--- src/rtl/br_fifo_burst_reader_if.sv ---
// rtl/br_fifo_burst_reader_if.sv - FIFO pop side and wide burst output bundle
interface br_fifo_burst_reader_if #(
    parameter int Width    = 8,
    parameter int BurstLen = 4
);
    localparam int CountWidth = $clog2(BurstLen + 1);

    logic                      pop_valid;
    logic                      pop_ready;
    logic [Width-1:0]          pop_data;
    logic                      out_valid;
    logic                      out_ready;
    logic [Width*BurstLen-1:0] out_data;
    logic [CountWidth-1:0]     out_count;
    logic                      busy;

    modport master (
        input  pop_valid, pop_data, out_ready,
        output pop_ready, out_valid, out_data, out_count, busy
    );

    modport slave (
        output pop_valid, pop_data, out_ready,
        input  pop_ready, out_valid, out_data, out_count, busy
    );
endinterface

--- src/rtl/br_fifo_burst_reader.sv ---
// rtl/br_fifo_burst_reader.sv - packs BurstLen FIFO entries into one wide beat
// Optional idle-timeout partial flush: BR_FIFO_BURST_READER_TIMEOUT_EN.
module br_fifo_burst_reader #(
    parameter int Width         = 8,
    parameter int BurstLen      = 4,
    parameter int TimeoutCycles = 16
) (
    input logic                     clk,
    input logic                     rst_n,
    br_fifo_burst_reader_if.master  bus
);
    localparam int CountWidth = $clog2(BurstLen + 1);

    if (Width < 1 || BurstLen < 2 || TimeoutCycles < 1) begin : g_param_check
        $error("br_fifo_burst_reader: illegal parameter value");
    end

    typedef enum logic {
        COLLECT = 1'b0,
        HOLD    = 1'b1
    } state_e;

    state_e                state_q, state_d;
    logic [CountWidth-1:0] count_q, count_d;
    logic [Width-1:0]      lanes_q [BurstLen];
    logic [Width-1:0]      lanes_d [BurstLen];
    logic                  pop_hs;
    logic                  timeout_hit;

    assign pop_hs = bus.pop_valid & bus.pop_ready;

`ifdef BR_FIFO_BURST_READER_TIMEOUT_EN
    localparam int IdleWidth = $clog2(TimeoutCycles + 1);

    logic [IdleWidth-1:0] idle_q, idle_d;

    // The counter only matters while a partial burst sits in COLLECT.
    assign timeout_hit = (state_q == COLLECT) && (count_q != '0) && !pop_hs &&
                         (idle_q == IdleWidth'(TimeoutCycles - 1));

    always_comb begin
        idle_d = '0;
        if ((state_q == COLLECT) && (count_q != '0) && !pop_hs && !timeout_hit) begin
            idle_d = idle_q + IdleWidth'(1);
        end
    end

    always_ff @(posedge clk or negedge rst_n) begin
        if (!rst_n) begin
            idle_q <= '0;
        end else begin
            idle_q <= idle_d;
        end
    end
`else
    assign timeout_hit = 1'b0;
`endif

    always_comb begin
        bus.out_valid = (state_q == HOLD);
        // Reset gates ready so nothing is popped while the block is held in reset.
        bus.pop_ready = rst_n & ((state_q == COLLECT) | bus.out_ready);
        bus.out_count = count_q;
        bus.busy      = (count_q != '0) | (state_q == HOLD);
        bus.out_data  = '0;
        for (int i = 0; i < BurstLen; i++) begin
            bus.out_data[i*Width +: Width] = lanes_q[i];
        end
    end

    always_comb begin
        state_d = state_q;
        count_d = count_q;
        lanes_d = lanes_q;
        case (state_q)
            COLLECT: begin
                if (pop_hs) begin
                    for (int i = 0; i < BurstLen; i++) begin
                        if (CountWidth'(i) == count_q) begin
                            lanes_d[i] = bus.pop_data;
                        end
                    end
                    count_d = count_q + CountWidth'(1);
                    if (count_q == CountWidth'(BurstLen - 1)) begin
                        state_d = HOLD;
                    end
                end else if (timeout_hit) begin
                    state_d = HOLD;
                end
            end
            HOLD: begin
                if (bus.out_ready) begin
                    // Clearing every lane keeps unused lanes of the next beat at zero.
                    for (int i = 0; i < BurstLen; i++) begin
                        lanes_d[i] = '0;
                    end
                    count_d = '0;
                    state_d = COLLECT;
                    if (bus.pop_valid) begin
                        lanes_d[0] = bus.pop_data;
                        count_d    = CountWidth'(1);
                    end
                end
            end
            default: begin
                state_d = COLLECT;
            end
        endcase
    end

    always_ff @(posedge clk or negedge rst_n) begin
        if (!rst_n) begin
            state_q <= COLLECT;
            count_q <= '0;
            for (int i = 0; i < BurstLen; i++) begin
                lanes_q[i] <= '0;
            end
        end else begin
            state_q <= state_d;
            count_q <= count_d;
            lanes_q <= lanes_d;
        end
    end
endmodule
--- src/flat_wrapper.sv ---
// flat-port wrapper written by rule: the top's interface ports become plain ports
module br_fifo_burst_reader_flat 
#(
    parameter int Width         = 8,
    parameter int BurstLen      = 4,
    parameter int TimeoutCycles = 16
)
  (clk, rst_n, bus_pop_valid, bus_pop_data, bus_out_ready, bus_pop_ready, bus_out_valid, bus_out_data, bus_out_count, bus_busy);
  br_fifo_burst_reader_if #(.Width(Width), .BurstLen(BurstLen)) bus_i ();
  input logic clk;
  input logic rst_n;
  input wire logic [$bits(bus_i.pop_valid)-1:0] bus_pop_valid;
  input wire logic [$bits(bus_i.pop_data)-1:0] bus_pop_data;
  input wire logic [$bits(bus_i.out_ready)-1:0] bus_out_ready;
  output wire logic [$bits(bus_i.pop_ready)-1:0] bus_pop_ready;
  output wire logic [$bits(bus_i.out_valid)-1:0] bus_out_valid;
  output wire logic [$bits(bus_i.out_data)-1:0] bus_out_data;
  output wire logic [$bits(bus_i.out_count)-1:0] bus_out_count;
  output wire logic [$bits(bus_i.busy)-1:0] bus_busy;
  assign bus_i.pop_valid = bus_pop_valid;
  assign bus_i.pop_data = bus_pop_data;
  assign bus_i.out_ready = bus_out_ready;
  assign bus_pop_ready = bus_i.pop_ready;
  assign bus_out_valid = bus_i.out_valid;
  assign bus_out_data = bus_i.out_data;
  assign bus_out_count = bus_i.out_count;
  assign bus_busy = bus_i.busy;
  br_fifo_burst_reader #(.Width(Width), .BurstLen(BurstLen), .TimeoutCycles(TimeoutCycles)) u_core (.clk(clk), .rst_n(rst_n), .bus(bus_i));
endmodule
--- config.mk ---
export PLATFORM = sky130hd
export DESIGN_NAME = br_fifo_burst_reader_flat
export DESIGN_NICKNAME = d
export VERILOG_FILES = /design/src/rtl/br_fifo_burst_reader_if.sv /design/src/rtl/br_fifo_burst_reader.sv /design/src/flat_wrapper.sv
export SDC_FILE = /design/constraint.sdc
export NUM_CORES = 1
export LEC_CHECK = 0
export CAP_MARGIN = 10
export CORE_MARGIN = 4
export CORE_UTILIZATION = 30
export DETAILED_ROUTE_END_ITERATION = 8
export SLEW_MARGIN = 20
export SYNTH_ARGS = -nofsm -noshare
export SYNTH_HDL_FRONTEND = slang
export SYNTH_SLANG_ARGS = --single-unit
--- constraint.sdc ---
create_clock -name clk -period 4.4 [get_ports clk]
set_clock_uncertainty 0.05 [all_clocks]
set_input_delay 0.44 -clock clk [delete_from_list [all_inputs] [get_ports clk]]
set_output_delay 0.44 -clock clk [all_outputs]
set_load 0.03 [all_outputs]
==> results.md <==
- Status: finished clean
- Post-CTS Setup Bufs: 0
- Yosys top cell area share: 0.533
- Total grt overflow: 0
- Vias in the first global route: 1349
- GPL Wtd Cong: 0.698
- Initial DRC count: 98
- I/O Pins: 50
- CP Data Arrival Time: 2.73 ns
- Final net count: 225
- Internal power component: 960 µW
- Mapped cell area: 1690 µm²
- Syn. warnings: 0
- Ys flop type: dfrtp_1
- Clk_lat worst skew: 0.28 ns
- Worst Setup End Kind: register
- Hold Fails Final Rpt: 0
- Largest net degree at the start of global routing: 34
- Max IR drop VDD: 0.345 mV
- Layout fillers: 546
- Setup ws final: 1.78 ns
- Synth top area cells: dfrtp_1, o21ai_2, nand2_1
- Asr flop ratio synth: 1.00
- Sequential fraction of design power: 0.333
- Cts hold-fix bufs: 1
- Fin util: 0.421
- Global Route Usage Sum: 0.131
- H-Tree Depth: 2
- Post-Synthesis Cells: 161
- Hpwl dp: 2990 µm
- Max Cap Violations: 0
- Clk buf depth: 2
- Period minus WS final: 2.62 ns
- FMAX: 0.382 GHz
- Vias: 1318
- Mean Syn Cell Area: 10.5 µm²
- Die Y: 83.0 µm
- Detailed-route wire length per cell: 15.1 µm
- Final Cycle Share: 0.594
- WS Path Type: primary input to register
- Setup WS pre-CTS: 1.88 ns
- Worst Hold Class: register to register
- DP Area: 2200 µm²
- P_leak: 0.993 nW
- DRC errors left: 0
- Layout cell share with drive strength beyond 1: 0.149
- Core Rows: 27
- Switching Fraction: 0.426
- Post-synth EDFFs: 0
- Clock Power Share: 0.149
- Post-CTS sizing: 0
- Setup violators final: 0
- Syn Nets: 178
- Least-Margin Pin Slew: 0.627 ns
- WL final: 4230 µm
- Initial antenna violation count: 0
- Core Region: 5470 µm²
- Starting density of the core: 0.309
- Post-detailed-route count of antenna-violating nets: 0
- Yosys cell types: 29
- Setup TNS: 0 ns
- Post-route design area: 2300 µm²
- Net Sw Power: 712 µW
- First-pass GRT wire length: 7350 µm
- Seq cells post-synth: 36
- CP max FO: 33
- Port Buf Inserts: 49
- Vias per cell: 4.71
- CTS clk-pin slew, worst paths: 0.07 ns
- Sequential area share after synthesis: 0.533
- Pwr Density: 725 nW/µm²
- CTS tree: yes
- Inserted Clock Buffers: 5
- Leading area contributor after synthesis: dfrtp_1
- Die area: 6890 µm²
- TritonCTS Sinks: 36
- Combinational power share: 0.518
- Die width: 83.0 µm
- Slew HR: 0.582
- Antenna cells: 0
- Startpoint types: primary input
- Area grow syn2layout: 36.4%
- Clock Root Buffer: clkbuf_8
- Unrepaired setup endpoints after global routing: false
- Worst EP required: 4.52 ns
- Max-slew violations: 0
- DR pass1 iterations: 4
[stage by stage]
step                instances  power, mW  hold WS (ns)
finish                    280       1.67         0.458
floorplan                 161       1.08        0.0944
detailed placement        272       1.44         0.257
CTS                       280       1.69         0.460
global route              280       1.78         0.483
global placement          272       1.43         0.257
[final timing paths]
| check | slack (ns) | cells after the start | start | end |
|---|---|---|---|---|
| worst max-delay path | 1.78 | 6 | rst_n | u_core.bus.out_data[15] |
| worst min-delay path | 0.46 | 1 | u_core.bus.out_data[1] | u_core.bus.out_data[1] |
| worst max register to register | 2.53 | 3 | u_core.bus.out_valid | u_core.bus.out_data[15] |
| worst min register to register | 0.46 | 1 | u_core.bus.out_data[1] | u_core.bus.out_data[1] |
| max in group asynchronous | 3.13 | 3 | rst_n | u_core.bus.out_data[20] |
| min in group asynchronous | 0.50 | 2 | rst_n | u_core.bus.out_valid |
[kinds of logic after synthesis]
kind of cell | after synthesis | synth area share
adder cells (fa/ha/maj) | 5 | 0.0370
AND/OR/NAND/NOR | 64 | 0.179
flip-flops | 36 | 0.533
multiplexers | 1 | 0.00593
AO/OA/AOI/OAI | 40 | 0.192
buffers and inverters | 15 | 0.0526
[layout by cell type, fill, tap and decap left out, types with 4 or more instances in the layout]
cell             instances
a22o_1                   8
clkbuf_8                 7
clkdlybuf4s50_1         48
dfrtp_1                 36
ha_1                     5
inv_1                    4
nand2_1                 37
nand3_1                 16
o21ai_0                  8
o21ai_2                 16
[flip-flops by register name, summed over array words and instances (netlist names)]
name / flops
u_core.bus.out_data: 32
u_core.bus.out_valid: 1
u_core.bus.out_count: 3
[area by class of cell]
class                      count  area, µm²  share of cell area
multi-input combinational    110        699               0.303
tap                           72       90.1              0.0391
inverter                       4       15.0             0.00651
timing repair buffer          51        503               0.218
sequential                    36        901               0.391
clock buffer                   7       96.3              0.0418
[power groups by stage]
stage,registers (mW),clock network (mW),logic [mW]
floorplan,0.798,0,0.283
global placement,0.565,0,0.863
detailed placement,0.562,0,0.874
CTS,0.559,0.259,0.877
global route,0.577,0.275,0.930
finish,0.556,0.249,0.866
[Yosys cell counts, types with 2 or more instances]
master    instances
buf_6             3
and2_4            2
clkbuf_1          2
o21ai_0           8
a22o_1            8
nor2_1            2
and2_1            2
nand2_1          37
nand3_1          16
ha_1              5
buf_2             5
dfrtp_1          36
o21ai_2          16
inv_1             4
[critical path, cell delays in order]
cell and delay, ns:
dlygate4sd3_1 0.52, buf_2 0.24, buf_4 0.42, and4bb_1 0.67
and2_4 0.34, o21ai_2 0.08
[layer usage]
layer	track usage	routed length, µm
met1	0.191	2150
met4	0.0312	15
met2	0.183	1810
met5	0	0
met3	0.0486	251
(Power assumes the default switching activity.)
